**src/rtl/seq_magnitude_comparator.sv**
```systemverilog
// Multi-cycle MSB-first magnitude comparator: scans DIGIT bits per clock and
// stops at the first differing digit. Signed compares use an offset-binary remap.
module seq_magnitude_comparator #(
    parameter int WIDTH = 16,
    parameter int DIGIT = 4
) (
    input  logic             clk,
    input  logic             rst_n,
    input  logic             start,
    input  logic             signed_mode,
    input  logic [WIDTH-1:0] a,
    input  logic [WIDTH-1:0] b,
    output logic             busy,
    output logic             done,
    output logic             equal,
    output logic             agreater,
    output logic             bgreater
);

    localparam int NDIG = WIDTH / DIGIT;
    localparam int IDXW = (NDIG > 1) ? $clog2(NDIG) : 1;

    localparam logic [0:0] IDLE = 1'b0;
    localparam logic [0:0] SCAN = 1'b1;

    localparam logic [IDXW-1:0]  IDX_TOP  = IDXW'(NDIG - 1);
    localparam logic [IDXW-1:0]  IDX_ONE  = IDXW'(1);
    localparam logic [WIDTH-1:0] MSB_MASK = {1'b1, {(WIDTH-1){1'b0}}};

    logic [0:0]       state_reg;
    logic [WIDTH-1:0] a_reg;
    logic [WIDTH-1:0] b_reg;
    logic [IDXW-1:0]  idx_reg;
    logic             done_reg;
    logic             equal_reg;
    logic             agreater_reg;
    logic             bgreater_reg;

    logic [NDIG-1:0]  dig_gt;
    logic [NDIG-1:0]  dig_lt;
    logic             cur_gt;
    logic             cur_lt;
    logic [WIDTH-1:0] offset_mask;

    // Per-digit unsigned order of the latched copies; the scan just selects one.
    generate
        for (genvar gi = 0; gi < NDIG; gi++) begin : g_digit
            assign dig_gt[gi] = a_reg[gi*DIGIT +: DIGIT] > b_reg[gi*DIGIT +: DIGIT];
            assign dig_lt[gi] = a_reg[gi*DIGIT +: DIGIT] < b_reg[gi*DIGIT +: DIGIT];
        end
    endgenerate

    assign cur_gt = dig_gt[idx_reg];
    assign cur_lt = dig_lt[idx_reg];

    // Flipping both sign bits turns two's-complement order into unsigned order.
    assign offset_mask = signed_mode ? MSB_MASK : '0;

    always_ff @(posedge clk or negedge rst_n) begin
        if (!rst_n) begin
            state_reg    <= IDLE;
            a_reg        <= '0;
            b_reg        <= '0;
            idx_reg      <= '0;
            done_reg     <= 1'b0;
            equal_reg    <= 1'b0;
            agreater_reg <= 1'b0;
            bgreater_reg <= 1'b0;
        end else begin
            done_reg <= 1'b0;
            case (state_reg)
                IDLE: begin
                    if (start) begin
                        a_reg     <= a ^ offset_mask;
                        b_reg     <= b ^ offset_mask;
                        idx_reg   <= IDX_TOP;
                        state_reg <= SCAN;
                    end
                end
                SCAN: begin
                    if (cur_gt || cur_lt) begin
                        agreater_reg <= cur_gt;
                        bgreater_reg <= cur_lt;
                        equal_reg    <= 1'b0;
                        done_reg     <= 1'b1;
                        state_reg    <= IDLE;
                    end else if (idx_reg == '0) begin
                        agreater_reg <= 1'b0;
                        bgreater_reg <= 1'b0;
                        equal_reg    <= 1'b1;
                        done_reg     <= 1'b1;
                        state_reg    <= IDLE;
                    end else begin
                        idx_reg <= idx_reg - IDX_ONE;
                    end
                end
            endcase
        end
    end

    assign busy     = (state_reg == SCAN);
    assign done     = done_reg;
    assign equal    = equal_reg;
    assign agreater = agreater_reg;
    assign bgreater = bgreater_reg;

endmodule

```
**config.mk**
```make
export PLATFORM = sky130hd
export DESIGN_NAME = seq_magnitude_comparator
export DESIGN_NICKNAME = d
export VERILOG_FILES = /design/src/rtl/seq_magnitude_comparator.sv
export SDC_FILE = /design/constraint.sdc
export NUM_CORES = 1
export LEC_CHECK = 0
export CAP_MARGIN = 25
export CORE_MARGIN = 1
export CORE_UTILIZATION = 50
export DETAILED_ROUTE_END_ITERATION = 10
export PLACE_DENSITY = 0.78
export SLEW_MARGIN = 20
export SYNTH_ARGS = -nofsm -noshare
export SYNTH_HDL_FRONTEND = slang
export SYNTH_SLANG_ARGS = --single-unit
```
**constraint.sdc**
```tcl
create_clock -name clk -period 2.2 [get_ports clk]
set_input_delay 0.44 -clock clk [delete_from_list [all_inputs] [get_ports clk]]
set_output_delay 0.44 -clock clk [all_outputs]
set_load 0.01 [all_outputs]
```
Word level (Yosys, flattened, before mapping) --
Cells that the tools add are included. Widths: inputs -> output; s select.
Operators by class: $add $sub $neg 1, order comparisons 9, equality and inequality tests 3, muxes and demuxes 21, bitwise logic cells 3, reduce and logical (&&, ||, !) cells 6
Operator list (number):
- $xor 16x16->16 | 2
- $gt 4x4->1 | 4
- $lt 4x4->1 | 4
- $mux 16 | 1
- $mux 1 | 13
- $mux 2 | 3
- $ne 2x2->1 const B | 3
- $bmux 1 s2 | 2
- $pmux 2 s2 | 1
- $reduce_and 2->1 | 2
- $lt 2x3->1 const B | 1
- $reduce_and 3->1 | 1
- $logic_not 2->1 | 1
- $pmux 1 s2 | 1
- $reduce_bool 2->1 | 1
- $sub 2x1->2 const B | 1
- $logic_or 1x1->1 | 1
- $not 1->1 | 1
Storage, ports and cells: bits in registers 39, input port bits 36, output and inout bits 5, logic and storage cells 51

Longest topological paths before layout --
Gate-level depths: netlist (run 1).
depth in word-level cells 6, depth in mapped cells 8

Least setup slack after synthesis (run 1) --
Ideal clock, no wire load.
kind register to register, start reg a_reg[11], end reg idx_reg[1], arrival 1.583 ns, slack 0.497 ns, cell stages (with the launch flop) 7, path buffers 0, path through dfrtp_1 > ha_1 > nand2_1 > o21ai_0 > a22oi_4 > or3_1 > o211a_1
On the way: word-level cells in the longest chain between the ends 6, elaborated cells between the ends (all ways) 9
Ends and longest elaborated chain:
- start: declaration | RTL line 31 | logic [WIDTH-1:0] a_reg;
- start signal: assignment | RTL line 74 | a_reg <= a ^ offset_mask;
- $gt 4x4->1 or $lt 4x4->1 (tied branches) | RTL line 48, 49
- $bmux 1 s2 (on tied branches) | RTL line 53, 54
- $mux 1 (on tied branches) | RTL line 53, 54
- $logic_or 1x1->1 (*) | RTL line 81 | if (cur_gt || cur_lt) begin
- $ne 2x2->1 (no source line) (*)
- $reduce_and 3->1 (no source line) (*)
- end signal: assignment | RTL line 94 | idx_reg <= idx_reg - IDX_ONE;
- end: declaration | RTL line 33 | logic [IDXW-1:0] idx_reg;
Mark *: on every way between the ends. The rest lies on a longest branch, timed or not. The select of a mux whose other input is x is not followed. A chain may end at the register's enable or synchronous reset.

Final worst setup path (run 1) --
start reg state_reg (netlist: busy), end out busy
RTL lines:
- start: declaration | RTL line 30 | logic [0:0] state_reg;
- start signal: assignment | RTL line 61 | state_reg <= IDLE;
- start signal: assignment | RTL line 77 | state_reg <= SCAN;
- start signal: assignment | RTL line 86 | state_reg <= IDLE;
- end: declaration | RTL line 13 | output logic busy,
No word-level cell between the ends.

==> results of run 1 <==
==> final cells by class <==
cell class	count	area, sq um
clock buffer	6	72.6
fill	310	1220
inverter	23	86.3
multi-input combinational	115	871
sequential	39	976
tap	48	60.1
timing repair buffer	43	430
==> power by group through the flow <==
stage / combinational [mW] / clock [mW] / sequential [mW]
after floorplan: 0.591 / 0 / 0.975
after global placement: 0.809 / 0 / 0.994
after detailed placement: 0.832 / 0 / 0.999
after CTS: 0.837 / 0.446 / 0.985
after global routing: 0.939 / 0.488 / 1.00
final: 0.822 / 0.433 / 0.983
==> worst register-to-register path: stages, from the launching register on <==
cell and delay [ps]:
sky130_fd_sc_hd__dfrtp_1 380, sky130_fd_sc_hd__ha_1 290, sky130_fd_sc_hd__nand2_1 80, sky130_fd_sc_hd__o21ai_0 350
sky130_fd_sc_hd__a22oi_4 170, sky130_fd_sc_hd__or3_1 370, sky130_fd_sc_hd__o211a_1 120
==> final timing paths <==
path,endpoint,slack [ps],from
worst min-delay path,idx_reg[0],80,rst_n
worst max register to register,idx_reg[1],320,a_reg[11]
worst max-delay path,busy,250,busy
min in group clk,agreater,510,agreater
worst min register to register,agreater,510,agreater
max in group asynchronous,a_reg[6],1590,rst_n
==> through the flow <==
step                      cell area [sq um]  std cells  total power [mW]
after CTS                              2500        274              2.27
after floorplan                        1960        184              1.57
after global routing                   2500        274              2.43
after detailed placement               2420        268              1.83
after global placement                 2420        268              1.80
final                                  2500        274              2.24
==> metal layers <==
metal / up-vias / global-route usage [%] / routed length [um] / share of wire [%]
met2: 30 / 28.4 / 1560 / 47
met1: 644 / 23.9 / 1560 / 47
met4: 0 / 6.94 / 52 / 1.6
li1: 713 / - / - / -
met3: 5 / 6.16 / 138 / 4.2
met5: - / 0 / 0 / 0
==> logic make-up after synthesis <==
group | Yosys count
adder cells (fa/ha/maj) | 17
XOR/XNOR | 2
AO/OA/AOI/OAI | 43
multiplexers | 17
AND/OR/NAND/NOR | 36
buffers and inverters | 30
flip-flops | 39
==> Yosys cell counts <==
| cell | instances | area share [%] |
|---|---|---|
| sky130_fd_sc_hd__nor3_1 | 1 | 0.25 |
| sky130_fd_sc_hd__nand2_1 | 20 | 3.8 |
| sky130_fd_sc_hd__inv_2 | 1 | 0.19 |
| sky130_fd_sc_hd__mux2_2 | 15 | 8.6 |
| sky130_fd_sc_hd__nand3_1 | 3 | 0.76 |
| sky130_fd_sc_hd__nand3b_1 | 1 | 0.38 |
| sky130_fd_sc_hd__nor2_1 | 4 | 0.76 |
| sky130_fd_sc_hd__a32o_1 | 1 | 0.51 |
| sky130_fd_sc_hd__a22oi_4 | 1 | 1.1 |
| sky130_fd_sc_hd__nor2b_1 | 2 | 0.64 |
| sky130_fd_sc_hd__and3b_1 | 1 | 0.45 |
| sky130_fd_sc_hd__buf_2 | 2 | 0.51 |
| sky130_fd_sc_hd__o211a_1 | 1 | 0.51 |
| sky130_fd_sc_hd__clkbuf_1 | 4 | 0.76 |
| sky130_fd_sc_hd__or2_2 | 1 | 0.32 |
| sky130_fd_sc_hd__clkbuf_8 | 1 | 0.70 |
| sky130_fd_sc_hd__o21bai_1 | 1 | 0.38 |
| sky130_fd_sc_hd__xnor2_1 | 1 | 0.45 |
| sky130_fd_sc_hd__o21ai_0 | 19 | 4.8 |
| sky130_fd_sc_hd__a21oi_2 | 1 | 0.45 |
| sky130_fd_sc_hd__o21ai_1 | 4 | 1.0 |
| sky130_fd_sc_hd__inv_1 | 22 | 4.2 |
| sky130_fd_sc_hd__dfrtp_1 | 39 | 50 |
| sky130_fd_sc_hd__nand4_1 | 1 | 0.32 |
| sky130_fd_sc_hd__o21ai_2 | 1 | 0.45 |
| sky130_fd_sc_hd__o22ai_1 | 2 | 0.64 |
| sky130_fd_sc_hd__mux2i_2 | 1 | 0.70 |
| sky130_fd_sc_hd__a211oi_1 | 4 | 1.5 |
| sky130_fd_sc_hd__ha_1 | 17 | 11 |
| sky130_fd_sc_hd__nand2b_1 | 1 | 0.32 |
| sky130_fd_sc_hd__a21oi_1 | 6 | 1.5 |
| sky130_fd_sc_hd__or3_1 | 1 | 0.32 |
| sky130_fd_sc_hd__mux2i_1 | 1 | 0.51 |
| sky130_fd_sc_hd__xor2_1 | 1 | 0.45 |
| sky130_fd_sc_hd__a22o_2 | 1 | 0.51 |
| sky130_fd_sc_hd__a211oi_2 | 1 | 0.64 |
==> flow_summary.rst, run 1 <==
.. list-table::
   :header-rows: 1

   * - Metric
     - Value
   * - Status
     - finished, final reports clean
   * - Setup-violating endpoint count in the final report
     - 0
   * - Flop pwr share
     - 43.9%
   * - Overall via count from detail_route
     - 1,392
   * - Category of the worst setup path launch point
     - register
   * - Final Routed Wirelength
     - 3.32 mm
   * - Count of buffers added by post-CTS timing repair for setup
     - 0
   * - Sequential fraction of the synthesis area
     - 49.7%
   * - Accumulated negative setup slack
     - 0 ps
   * - Ports
     - 41
   * - Adder and majority cell fraction of the synthesized area
     - 10.8%
   * - Hold Buf Count CTS
     - 0
   * - Synthesis-to-layout area growth
     - 27.1%
   * - Net switching power
     - 0.714 mW
   * - Pleak
     - 1.14 nW
   * - Final min period
     - 1950 ps
   * - Vias per cell
     - 5.08
   * - Die Span X
     - 64.7 um
   * - Family with the most delay on the worst path
     - buffers and inverters
   * - Mapped Cells
     - 184
   * - Combined global-route utilization of all metal layers
     - 18.4%
   * - Number of max-capacitance violations reported
     - 0
   * - Total number of clock tree sinks
     - 39
   * - Die Area
     - 4180 sq um
   * - Wire length of the first global-routing pass
     - 5.73 mm
   * - Final hold vios
     - 0
   * - CTS H-Tree Depth
     - 2
   * - Ratio of cells with drive above 1 in the final layout
     - 14.6%
   * - Area of the core region
     - 3720 sq um
   * - CP arrival
     - 1510 ps
   * - Transition at the pin with the smallest max-transition slack
     - 424 ps
   * - Peak fanout along the critical path
     - 11
   * - Drc violations
     - 0
   * - Clk Latency, worst-skew pair
     - 290 ps
   * - Yosys warnings
     - 0
   * - Highest-delay cell along the critical path
     - sky130_fd_sc_hd__clkdlybuf4s50_1
   * - Global placer's final weighted congestion
     - 0.762
   * - CTS root buf
     - sky130_fd_sc_hd__clkbuf_8
   * - Delay contributed by the slowest stage of the critical path
     - 620 ps
   * - Worst-path clk slew
     - 70 ps
   * - CTS resizes
     - 0
   * - Power share of the combinational group
     - 36.7%
   * - Buffers plus inverters on the worst setup path
     - 1
   * - RSZ-0062 raised after global routing
     - false
   * - Final-layout worst hold slack
     - 77.8 ps
   * - CTS Buf Count
     - 5
   * - Netlist Area Pre-Place
     - 1960 sq um
   * - Power Dens Cells
     - 897 nW/um^2
   * - Number of global-route vias before repair
     - 1,314
   * - First-pass DRT Iterations
     - 4
   * - Mux contribution to synthesized area
     - 9.81%
   * - Largest family of logic cells by synthesized area
     - compound AO/OA/AOI/OAI gates
   * - Fraction of power spent switching nets
     - 31.9%
   * - Maximum frequency from static timing analysis
     - 0.513 GHz
   * - Maximum number of pins on one net before global-route repair
     - 53
   * - PortBufs
     - 40
   * - Post-synthesis net count
     - 237
   * - Layout net count
     - 280
   * - Max-slew headroom
     - 71.7%
   * - Number of nets with antenna violations after routing
     - 0
   * - Path class of the lowest-slack min-delay path
     - in -> async
   * - Synth Area in XOR/XNOR
     - 0.892%
   * - Final worst slack
     - 251 ps
   * - Slew Limit Fails
     - 0
   * - Antenna Diode Count
     - 0
   * - Initial core utilization
     - 52.9%
   * - Ordered cell list for the critical path
     - clkdlybuf4s50_1
   * - Simple-gate share of the synthesized area
     - 8.34%
   * - Share of the cycle needed by the critical path after routing
     - 88.6%
   * - Number of distinct standard cells referenced by the synthesized netlist
     - 36
   * - Total number of placement rows
     - 22
   * - Routed wire length per instance
     - 12.1 um
   * - DP Worst Slack
     - 332 ps
   * - Synth Area in Compound Gates
     - 14.1%
   * - Internal power contribution
     - 1.52 mW
   * - Clock share of power
     - 19.4%
   * - Sum of overflow across all layers after global routing
     - 0
   * - Initial antenna violation count
     - 0
   * - Share of the core filled with cells
     - 67.2%
   * - DRC violation total after the first TritonRoute iteration
     - 43
   * - Number of cells on the worst reg-to-reg path
     - 6
   * - Clock Tree Buf Depth
     - 2
   * - Commonest non-fill, non-tap cells in the layout
     - sky130_fd_sc_hd__dfrtp_1 (39), sky130_fd_sc_hd__clkdlybuf4s50_1 (39), sky130_fd_sc_hd__inv_1 (22)
   * - Final Skew
     - 8.53 ps
   * - Syn Area/Cell
     - 10.7 sq um
   * - Critical path type
     - reg -> out
   * - Levels on crit path
     - 1
   * - TritonCTS clock tree
     - done
   * - Die span in y
     - 64.7 um
   * - Nature of the critical path endpoint
     - primary output
   * - Crit path required time
     - 1760 ps
   * - Post-detail-place hpwl
     - 2.52 mm
   * - Max VDD drop
     - 442 uV
   * - Synthesized flop and latch total
     - 39
(Power assumes the default switching activity.)
==> inputs of run 2 (changes only) <==
- clock period: 2.2 -> 2.1 ns (I/O delays scaled with it)
==> flow_summary.rst, run 2 (synthesized netlist as in run 1, its figures left out) <==
.. list-table::
   :header-rows: 1

   * - Metric
     - Value
   * - Flop pwr share
     - 43.1%
   * - CP arrival
     - 2050 ps
   * - Accumulated negative setup slack
     - 0 ps
   * - Nature of the critical path endpoint
     - register
   * - Number of global-route vias before repair
     - 1,321
   * - Power share of the combinational group
     - 37.8%
   * - Status
     - finished, final reports clean
   * - Synthesis-to-layout area growth
     - 27.7%
   * - Die span in y
     - 64.7 um
   * - Die Span X
     - 64.7 um
   * - Number of placed instances with taps included
     - 268
   * - Worst-path clk slew
     - 70 ps
   * - CTS root buf
     - sky130_fd_sc_hd__clkbuf_8
   * - Final hold vios
     - 0
   * - Max-slew headroom
     - 74.1%
   * - Delay contributed by the slowest stage of the critical path
     - 380 ps
   * - Path class of the lowest-slack min-delay path
     - in -> async
   * - Share of the core filled with cells
     - 67.5%
   * - Net switching power
     - 0.757 mW
   * - Clk Latency, worst-skew pair
     - 290 ps
   * - Vias per cell
     - 5.00
   * - Sum of overflow across all layers after global routing
     - 0
   * - Drc violations
     - 0
   * - Area of the core region
     - 3720 sq um
   * - Peak fanout along the critical path
     - 7
   * - Pleak
     - 1.15 nW
   * - Max VDD drop
     - 524 uV
   * - Final Skew
     - 6.57 ps
   * - Total number of placement rows
     - 22
   * - Wire length of the first global-routing pass
     - 5.82 mm
   * - Transition at the pin with the smallest max-transition slack
     - 384 ps
   * - Maximum frequency from static timing analysis
     - 0.532 GHz
   * - Crit path required time
     - 2280 ps
   * - Post-route met1 wirelength
     - 1.59 mm
   * - Final Total Pwr
     - 2.36 mW
   * - Initial antenna violation count
     - 0
   * - Final min period
     - 1880 ps
   * - Routed wire length on met3
     - 136 um
   * - Ports
     - 41
   * - DRC violation total after the first TritonRoute iteration
     - 80
   * - Routed wire length per instance
     - 12.0 um
   * - Share of the cycle needed by the critical path after routing
     - 89.4%
   * - Post-detail-place hpwl
     - 2.39 mm
   * - Highest-delay cell along the critical path
     - sky130_fd_sc_hd__dfrtp_1
   * - TritonCTS clock tree
     - done
   * - PortBufs
     - 40
   * - Slew Limit Fails
     - 0
   * - RSZ-0062 raised after global routing
     - false
   * - Count of buffers added by post-CTS timing repair for setup
     - 0
   * - Maximum number of pins on one net before global-route repair
     - 53
   * - Number of filler instances in the final layout
     - 304
   * - Overall via count from detail_route
     - 1,369
   * - Ordered cell list for the critical path
     - ha_1 -> nand2_1 -> o21ai_0 -> a22oi_4 -> or3_1 -> o211a_1
   * - Family with the most delay on the worst path
     - compound AO/OA/AOI/OAI gates
   * - Power Dens Cells
     - 942 nW/um^2
   * - Global placer's final weighted congestion
     - 0.775
   * - Final Routed Wirelength
     - 3.28 mm
   * - Commonest non-fill, non-tap cells in the layout
     - sky130_fd_sc_hd__dfrtp_1 (39), sky130_fd_sc_hd__clkdlybuf4s50_1 (39), sky130_fd_sc_hd__inv_1 (22)
   * - Buffers plus inverters on the worst setup path
     - 0
   * - Clock share of power
     - 19.1%
   * - Number of nets with antenna violations after routing
     - 0
   * - Final-layout worst hold slack
     - 85.8 ps
   * - CTS H-Tree Depth
     - 2
   * - Antenna Diode Count
     - 0
   * - Ratio of cells with drive above 1 in the final layout
     - 14.6%
   * - Final non-filler cell total
     - 274
   * - Met2 wire length
     - 1.52 mm
   * - Fraction of power spent switching nets
     - 32.0%
   * - Category of the worst setup path launch point
     - register
   * - Highest routed layer
     - met4
   * - Layout net count
     - 280
   * - Clock Tree Buf Depth
     - 2
   * - First-pass DRT Iterations
     - 4
   * - Critical path type
     - reg -> reg
   * - Number of max-capacitance violations reported
     - 0
   * - Internal power contribution
     - 1.61 mW
   * - Setup-violating endpoint count in the final report
     - 0
   * - Total number of clock tree sinks
     - 39
   * - CTS resizes
     - 0
   * - Hold Buf Count CTS
     - 0
   * - Die Area
     - 4180 sq um
   * - Combined global-route utilization of all metal layers
     - 19.2%
   * - CTS Buf Count
     - 5
   * - Initial core utilization
     - 52.9%
run 2: cell counts in the layout (fill, tap and decap cells not counted):
Identical to the previous run, type by type.
run 2: stage by stage:
step,worst slack [ps],area (sq um)
CTS,214,2510
detailed placement,223,2440
floorplan,397,1960
finish,222,2510
global placement,240,2440
global route,81.3,2510
run 2: final cells by class:
type / instances / area (sq um) / share of cell area, %
Clock buffer: 6 / 72.6 / 2.89
Inverter: 23 / 86.3 / 3.44
Multi-Input combinational cell: 115 / 871 / 34.7
Sequential cell: 39 / 976 / 38.9
Tap cell: 48 / 60.1 / 2.39
Timing Repair Buffer: 43 / 443 / 17.7
run 2: worst reg2reg max path, cell delays in order (launching register included):
cell and delay (ps):
sky130_fd_sc_hd__dfrtp_1 380, sky130_fd_sc_hd__ha_1 300, sky130_fd_sc_hd__nand2_1 80, sky130_fd_sc_hd__o21ai_0 350, sky130_fd_sc_hd__a22oi_4 180, sky130_fd_sc_hd__or3_1 370, sky130_fd_sc_hd__o211a_1 110
run 2: path summary, 6_finish.rpt:
path / start / endpoint / slack, ps / cells after the start
max in group asynchronous: rst_n / b_reg[9] / 1820 / 2
min in group clk: agreater / agreater / 510 / 1
hold / removal: rst_n / equal / 90 / 2
setup reg to reg: a_reg[11] / idx_reg[1] / 220 / 6
hold reg to reg: agreater / agreater / 510 / 1
setup / recovery: a_reg[11] / idx_reg[1] / 220 / 6
run 2: per-layer routing:
layer / vias to the layer above / global-route usage [%]
met5: - / 0
met4: 0 / 10.0
met3: 2 / 5.81
met2: 30 / 28.3
met1: 627 / 25.2
li1: 710 / -
run 2: power groups by stage:
stage               registers [mW]  logic, mW  clock network [mW]
global route                  1.04       1.02               0.511
detailed placement            1.03      0.894                   0
finish                        1.02      0.894               0.451
CTS                           1.02      0.903               0.468
global placement              1.02      0.880                   0
floorplan                     1.02      0.619                   0
